==> config.mk <==
export PLATFORM = sky130hd
export DESIGN_NAME = sprite_lane_compositor
export DESIGN_NICKNAME = d
export VERILOG_FILES = /design/src/rtl/sprite_lane_compositor.sv
export SDC_FILE = /design/constraint.sdc
export NUM_CORES = 1
export LEC_CHECK = 0
export CAP_MARGIN = 10
export CORE_AREA = 10 10 142 144
export CTS_BUF_LIST = sky130_fd_sc_hd__clkbuf_4
export CTS_CLUSTER_DIAMETER = 200
export DETAILED_ROUTE_END_ITERATION = 16
export DIE_AREA = 0 0 152 154
export DONT_BUFFER_PORTS = 1
export GPL_ROUTABILITY_DRIVEN = 0
export MAX_ROUTING_LAYER = met4
export PLACE_DENSITY_LB_ADDON = 0.3
export SYNTH_ARGS = -nofsm -noshare
export SYNTH_HDL_FRONTEND = slang
export SYNTH_SLANG_ARGS = --single-unit
==> constraint.sdc <==
create_clock -name clk -period 2.91 [get_ports clk]
set_input_delay 0 -clock clk [delete_from_list [all_inputs] [get_ports clk]]
set_output_delay 0 -clock clk [all_outputs]
set_load 0.02 [all_outputs]
==> src/rtl/sprite_lane_compositor.sv <==
// Depth-tested sprite compositor for LANES adjacent screen pixels sampling one texture row.
// Optional `SPRITE_LANE_BLEND_EN averages colors on equal-depth writes instead of replacing.
module sprite_lane_compositor #(
  parameter int LANES    = 4,
  parameter int TEX_W    = 16,
  parameter int TEX_ROWS = 2,
  parameter int ROW      = 0,
  parameter int BASE_X   = 0,
  parameter int COLOR_W  = 8,
  parameter int Z_W      = 8,
  parameter int X_W      = 4,
  parameter int KEY      = 255,
  parameter int BG       = 0
) (
  input  logic                              clk,
  input  logic                              reset,
  input  logic                              frame_start,
  input  logic                              frame_end,
  input  logic                              in_valid,
  output logic                              in_ready,
  input  logic [TEX_ROWS*TEX_W*COLOR_W-1:0] in_tex,
  input  logic [X_W-1:0]                    in_start_x,
  input  logic [Z_W-1:0]                    in_z,
  output logic                              out_valid,
  input  logic                              out_ready,
  output logic [COLOR_W-1:0]                out_color,
  output logic                              out_last,
  output logic                              busy
);

  localparam int K_W = (LANES > 1) ? $clog2(LANES) : 1;
  localparam logic [K_W-1:0]     K_LAST = K_W'(LANES - 1);
  localparam logic [COLOR_W-1:0] KEY_C  = COLOR_W'(KEY);
  localparam logic [COLOR_W-1:0] BG_C   = COLOR_W'(BG);

  typedef enum logic [1:0] {IDLE, CLEAR, ACCEPT, DRAIN} state_t;

  state_t               state, state_next;
  logic [K_W-1:0]       k;
  logic [COLOR_W-1:0]   lane_color [LANES];
  logic [Z_W-1:0]       lane_depth [LANES];
  logic [COLOR_W-1:0]   wr_color   [LANES];
  logic [LANES-1:0]     wr_en;
  logic                 accept_frag;
  logic                 clear_lanes;
  logic [TEX_W*COLOR_W-1:0] row_bits;
  logic                 tex_unused;

  assign row_bits   = in_tex[ROW*TEX_W*COLOR_W +: TEX_W*COLOR_W];
  assign tex_unused = ^in_tex;

  always_comb begin
    state_next  = state;
    in_ready    = 1'b0;
    out_valid   = 1'b0;
    accept_frag = 1'b0;
    clear_lanes = 1'b0;
    case (state)
      IDLE: if (frame_start) state_next = CLEAR;
      CLEAR: begin
        clear_lanes = 1'b1;
        state_next  = ACCEPT;
      end
      ACCEPT: begin
        in_ready = 1'b1;
        // A restart wins over everything, including a fragment in the same cycle.
        if (frame_start) begin
          state_next = CLEAR;
        end else begin
          accept_frag = in_valid;
          if (frame_end) state_next = DRAIN;
        end
      end
      DRAIN: begin
        out_valid = 1'b1;
        if (out_ready && k == K_LAST) state_next = IDLE;
      end
      default: state_next = IDLE;
    endcase
  end

  assign busy      = (state != IDLE);
  assign out_last  = (state == DRAIN) && (k == K_LAST);
  assign out_color = (state == DRAIN) ? lane_color[k] : BG_C;

  for (genvar i = 0; i < LANES; i++) begin : lane_g
    localparam logic signed [X_W+1:0] LANE_X = (X_W+2)'(BASE_X + i);
    logic signed [X_W+1:0] col;
    logic                  hit;
    logic [X_W:0]          sel;
    logic [COLOR_W-1:0]    texel;
    logic                  nearer_ok;

    assign col       = LANE_X - $signed({2'b00, in_start_x});
    assign hit       = !col[X_W+1] && (int'(col) < TEX_W);
    assign sel       = hit ? col[X_W:0] : '0;
    assign texel     = row_bits[sel*COLOR_W +: COLOR_W];
    assign nearer_ok = (lane_depth[i] <= in_z) && ((in_z == '0) || (texel != KEY_C));
    assign wr_en[i]  = accept_frag && hit && nearer_ok;

`ifdef SPRITE_LANE_BLEND_EN
    logic [COLOR_W:0] sum;
    logic             blend;
    assign sum         = {1'b0, lane_color[i]} + {1'b0, texel};
    assign blend       = (lane_depth[i] == in_z) && (lane_depth[i] != '0);
    assign wr_color[i] = blend ? sum[COLOR_W:1] : texel;
`else
    assign wr_color[i] = texel;
`endif
  end

  always_ff @(posedge clk or posedge reset) begin
    if (reset) begin
      for (int i = 0; i < LANES; i++) begin
        lane_depth[i] <= '0;
        lane_color[i] <= BG_C;
      end
    end else if (clear_lanes) begin
      for (int i = 0; i < LANES; i++) begin
        lane_depth[i] <= '0;
        lane_color[i] <= BG_C;
      end
    end else begin
      for (int i = 0; i < LANES; i++) begin
        if (wr_en[i]) begin
          lane_depth[i] <= in_z;
          lane_color[i] <= wr_color[i];
        end
      end
    end
  end

  always_ff @(posedge clk or posedge reset) begin
    if (reset) begin
      state <= IDLE;
      k     <= '0;
    end else begin
      state <= state_next;
      if (state == DRAIN && out_ready) k <= (k == K_LAST) ? '0 : k + 1'b1;
    end
  end

endmodule

==> results.tsv <==
metric	value	unit
status	completed	
syn2layout_area_growth	11.28	%
antenna_found_initial	1	
hold_depth	4	
worstPathRequired	3.24	ns
r2r_cells	10	
hold_start	in_tex[108]	
seqPwrFrac	35.5	%
path_max_fanout	5	
synth.area.mux_share	20.73	%
cts_tree	built	
synth_top_cell_area_share	19.90	%
clk_latency	0.43	ns
cts.htree.levels	3	
synth-edff-count	0	
clk_path_buf_depth	2	
min_to	lane_color[20]	
slew_viol_final	0	
row_count	48	
post-route-drc-count	0	
clkPwrFrac	16.3	%
finalHoldViolCount	0	
intPower	0.002226	W
core	17180	um^2
fin_area	9517	um^2
place_area	9209	um^2
synthAdderAreaFrac	5.560	%
grt_pass1_wl	52350	um
io_pins	286	
fin_crit	2.628	ns
netSwitchingFraction	41.76	%
fin_worst_skew	0.01147	ns
dr.pass1.iters	7	
synthSimpleGateAreaFrac	20.09	%
syn-num-nets	1296	
vias	8955	
clock-sinks	68	
grt_pass1_vias	8720	
syn_inst	984	
slew-limit-headroom	43.26	%
fmax	0.3805	GHz
grt_overflow	0	
vias_per_cell	7.046	
totalWireLength	33990	um
peakVddDrop	0.6035	mV
combPwrFrac	48.2	%
rsz0062_at_grt	no	
p_per_area	401.6	nW/um^2
path_class	flop to flop	
start_util	49.79	%
finalPower	0.003821	W
r2r_setup_slack	0.28	ns
yosysTopAreaCell	dfrtp_1	
ctsRootBufferMaster	clkbuf_4	
timing.final.crit_share	90.31	%
leakagePower	3.944	nW
end_kind	flop	
synth_area_leaders	dfrtp_1 (20%), mux4_2 (9.0%), mux2i_1 (8.0%), ha_1 (5.6%), nand2_1 (4.6%)	
synth_xor_area_share	0.4974	%
synth-seq-cells	68	
yosysUniqueCellTypes	87	
dp_hpwl	26250	um
hp-class	input pin to flop	
timing.rr.start	lane_depth[1]	
setup_viol	0	
grt_max_degree	144	
p_sw	0.001596	W
synth.cell_area	8552	um^2
ys_warn_count	0	
antenna_left	0	
worstMarginPinSlew	0.8511	ns
die_w	152	um
io_buffers	0	
worstPathArrival	2.96	ns
cts_made_buffers	9	
syn_avg_cell_area	8.691	um^2
die_h	154	um
synthFlopType	dfrtp_1	
start_kind	flop	
routedWlPerCell	26.74	um
synth_compound_area_share	25.59	%
fp.dieArea	23410	um^2
synth_top_family_by_area	compound AO/OA/AOI/OAI gates	
finalNetCount	1352	
yosysSeqAreaShare	19.90	%
clkTransAtPathRegs	0.12	ns
holdWs	0.03863	ns
tns	0	ns
drive_gt1_share	22.39	%
async_reset_ff_share	100.0	%
grt_usage	28.53	%
drt-initial-drc-count	1088	
max-cap-violations	0	
r2r-end	lane_color[2]	
post-cts-setup-buffer-count	0	
-- critical path, stage by stage (launching register included) --
cell and delay [ns]:
dfrtp_1 0.41, ha_1 0.29, nor2b_1 0.13, o21a_1 0.16
o21ai_0 0.17, a21oi_1 0.09, o22a_1 0.22, or3b_2 0.52
nor2_2 0.25, buf_4 0.21, o21ai_1 0.07
-- power by group through the flow --
stage / combinational [W] / sequential, W / clock [W]
2_1_floorplan: 0.00139 / 0.00126 / 0
3_3_place_gp: 0.00172 / 0.00137 / 0
3_5_place_dp: 0.00176 / 0.00138 / 0
4_1_cts: 0.00181 / 0.00136 / 0.000641
5_1_grt: 0.00200 / 0.00139 / 0.000673
6_report: 0.00184 / 0.00136 / 0.000625
-- layout make-up --
class,count,area (um^2)
clock buffer,9,67.56
fill,1594,7660
timing repair buffer,128,1066
antenna,1,2.502
multi-input combinational,805,6225
tap,225,281.5
inverter,28,105.1
sequential,68,1702
clock inverter,7,67.56
-- sequential cells by signal (all words and copies together) (netlist names) --
| register | cells |
|---|---|
| k | 2 |
| state | 2 |
| lane_color | 32 |
| lane_depth | 32 |
-- timing repair --
item,in CTS,in global routing
resized for setup,0,0
endpoints found under the hold margin,72,0
hold buffers,17,0
setup endpoints to repair,0,0
-- kinds of logic (layout without fill, tap and decap cells) --
group,count (synthesis),in the layout
XOR/XNOR,4,4
other,0,1
flip-flops,68,68
AO/OA/AOI/OAI,314,314
adder cells (fa/ha/maj),38,38
buffers and inverters,111,172
multiplexers,131,131
AND/OR/NAND/NOR,318,318
-- routing by layer --
metal	global-route usage, %	vias up	wire [um]
li1	-	3927	-
met1	32.43	4194	12250
met2	43.86	649	15210
met3	8.480	185	4257
met4	16.87	0	2279
met5	-	-	0
-- placed cells by master (no fill, tap or decap), types with 10 or more instances in the layout --
cell / synthesis / final
mux2_2: 29 / 29
o22ai_1: 34 / 34
o211ai_1: 10 / 10
buf_4: 17 / 106
mux4_2: 34 / 34
ha_1: 38 / 37
and2_1: 17 / 17
o21ai_1: 16 / 16
mux2i_1: 68 / 68
nor2b_1: 18 / 18
nand2_1: 104 / 104
o21ai_0: 55 / 55
nand3_1: 29 / 29
a22oi_1: 12 / 12
nand2b_1: 25 / 24
a221oi_1: 23 / 23
dfrtp_1: 68 / 68
dlygate4sd3_1: 0 / 17
a211oi_1: 17 / 17
inv_1: 26 / 24
o32ai_1: 11 / 11
nor2_1: 39 / 39
a21oi_1: 52 / 50
o221ai_1: 12 / 12
-- synthesized netlist by cell type (4+ instances only) --
cell / count
mux2_2: 29
nand2b_1: 25
o32ai_1: 11
a221oi_1: 23
buf_2: 25
clkbuf_1: 20
o221ai_2: 5
and2_1: 17
o221ai_1: 12
mux4_2: 34
o2bb2ai_1: 5
and3_1: 6
nor4_1: 7
inv_1: 26
or2_2: 4
mux2i_1: 68
nor2_1: 39
dfrtp_1: 68
nand3_1: 29
a2111oi_0: 4
a21oi_1: 52
o22a_1: 5
nand4_1: 9
a22oi_1: 12
a31oi_1: 6
a211oi_1: 17
a2bb2oi_1: 5
o21ai_0: 55
o21a_1: 9
or3_1: 7
or3b_2: 5
ha_1: 38
o31ai_1: 4
buf_4: 17
nor2b_1: 18
o21ai_1: 16
nand2_1: 104
buf_6: 15
o22ai_1: 34
o211ai_1: 10
nor3_1: 8
a21o_1: 4
-- through the flow --
step                      util [%]  setup WS [ns]  cells
after global placement       53.61        0.05736   1237
final                        55.41         0.2818   1271
after detailed placement     53.61        0.01525   1237
after floorplan                  -        0.01304    984
after global routing         55.41         0.1828   1271
after CTS                    55.39         0.3064   1270
-- worst max-delay path by stage --
| stage | from | to | slack [ns] | depth (start not counted) |
|---|---|---|---|---|
| 6_report | lane_depth[1] | lane_color[2] | 0.28 | 10 |
| 5_1_grt | lane_depth[1] | lane_color[1] | 0.18 | 10 |
| 4_1_cts | lane_depth[1] | lane_color[7] | 0.31 | 10 |
| 3_5_place_dp | in_start_x[2] | lane_color[29] | 0.02 | 11 |
| 3_3_place_gp | in_start_x[2] | lane_color[29] | 0.06 | 11 |
| 2_1_floorplan | in_start_x[0] | lane_color[26] | 0.01 | 17 |
(Power assumes the default switching activity.)
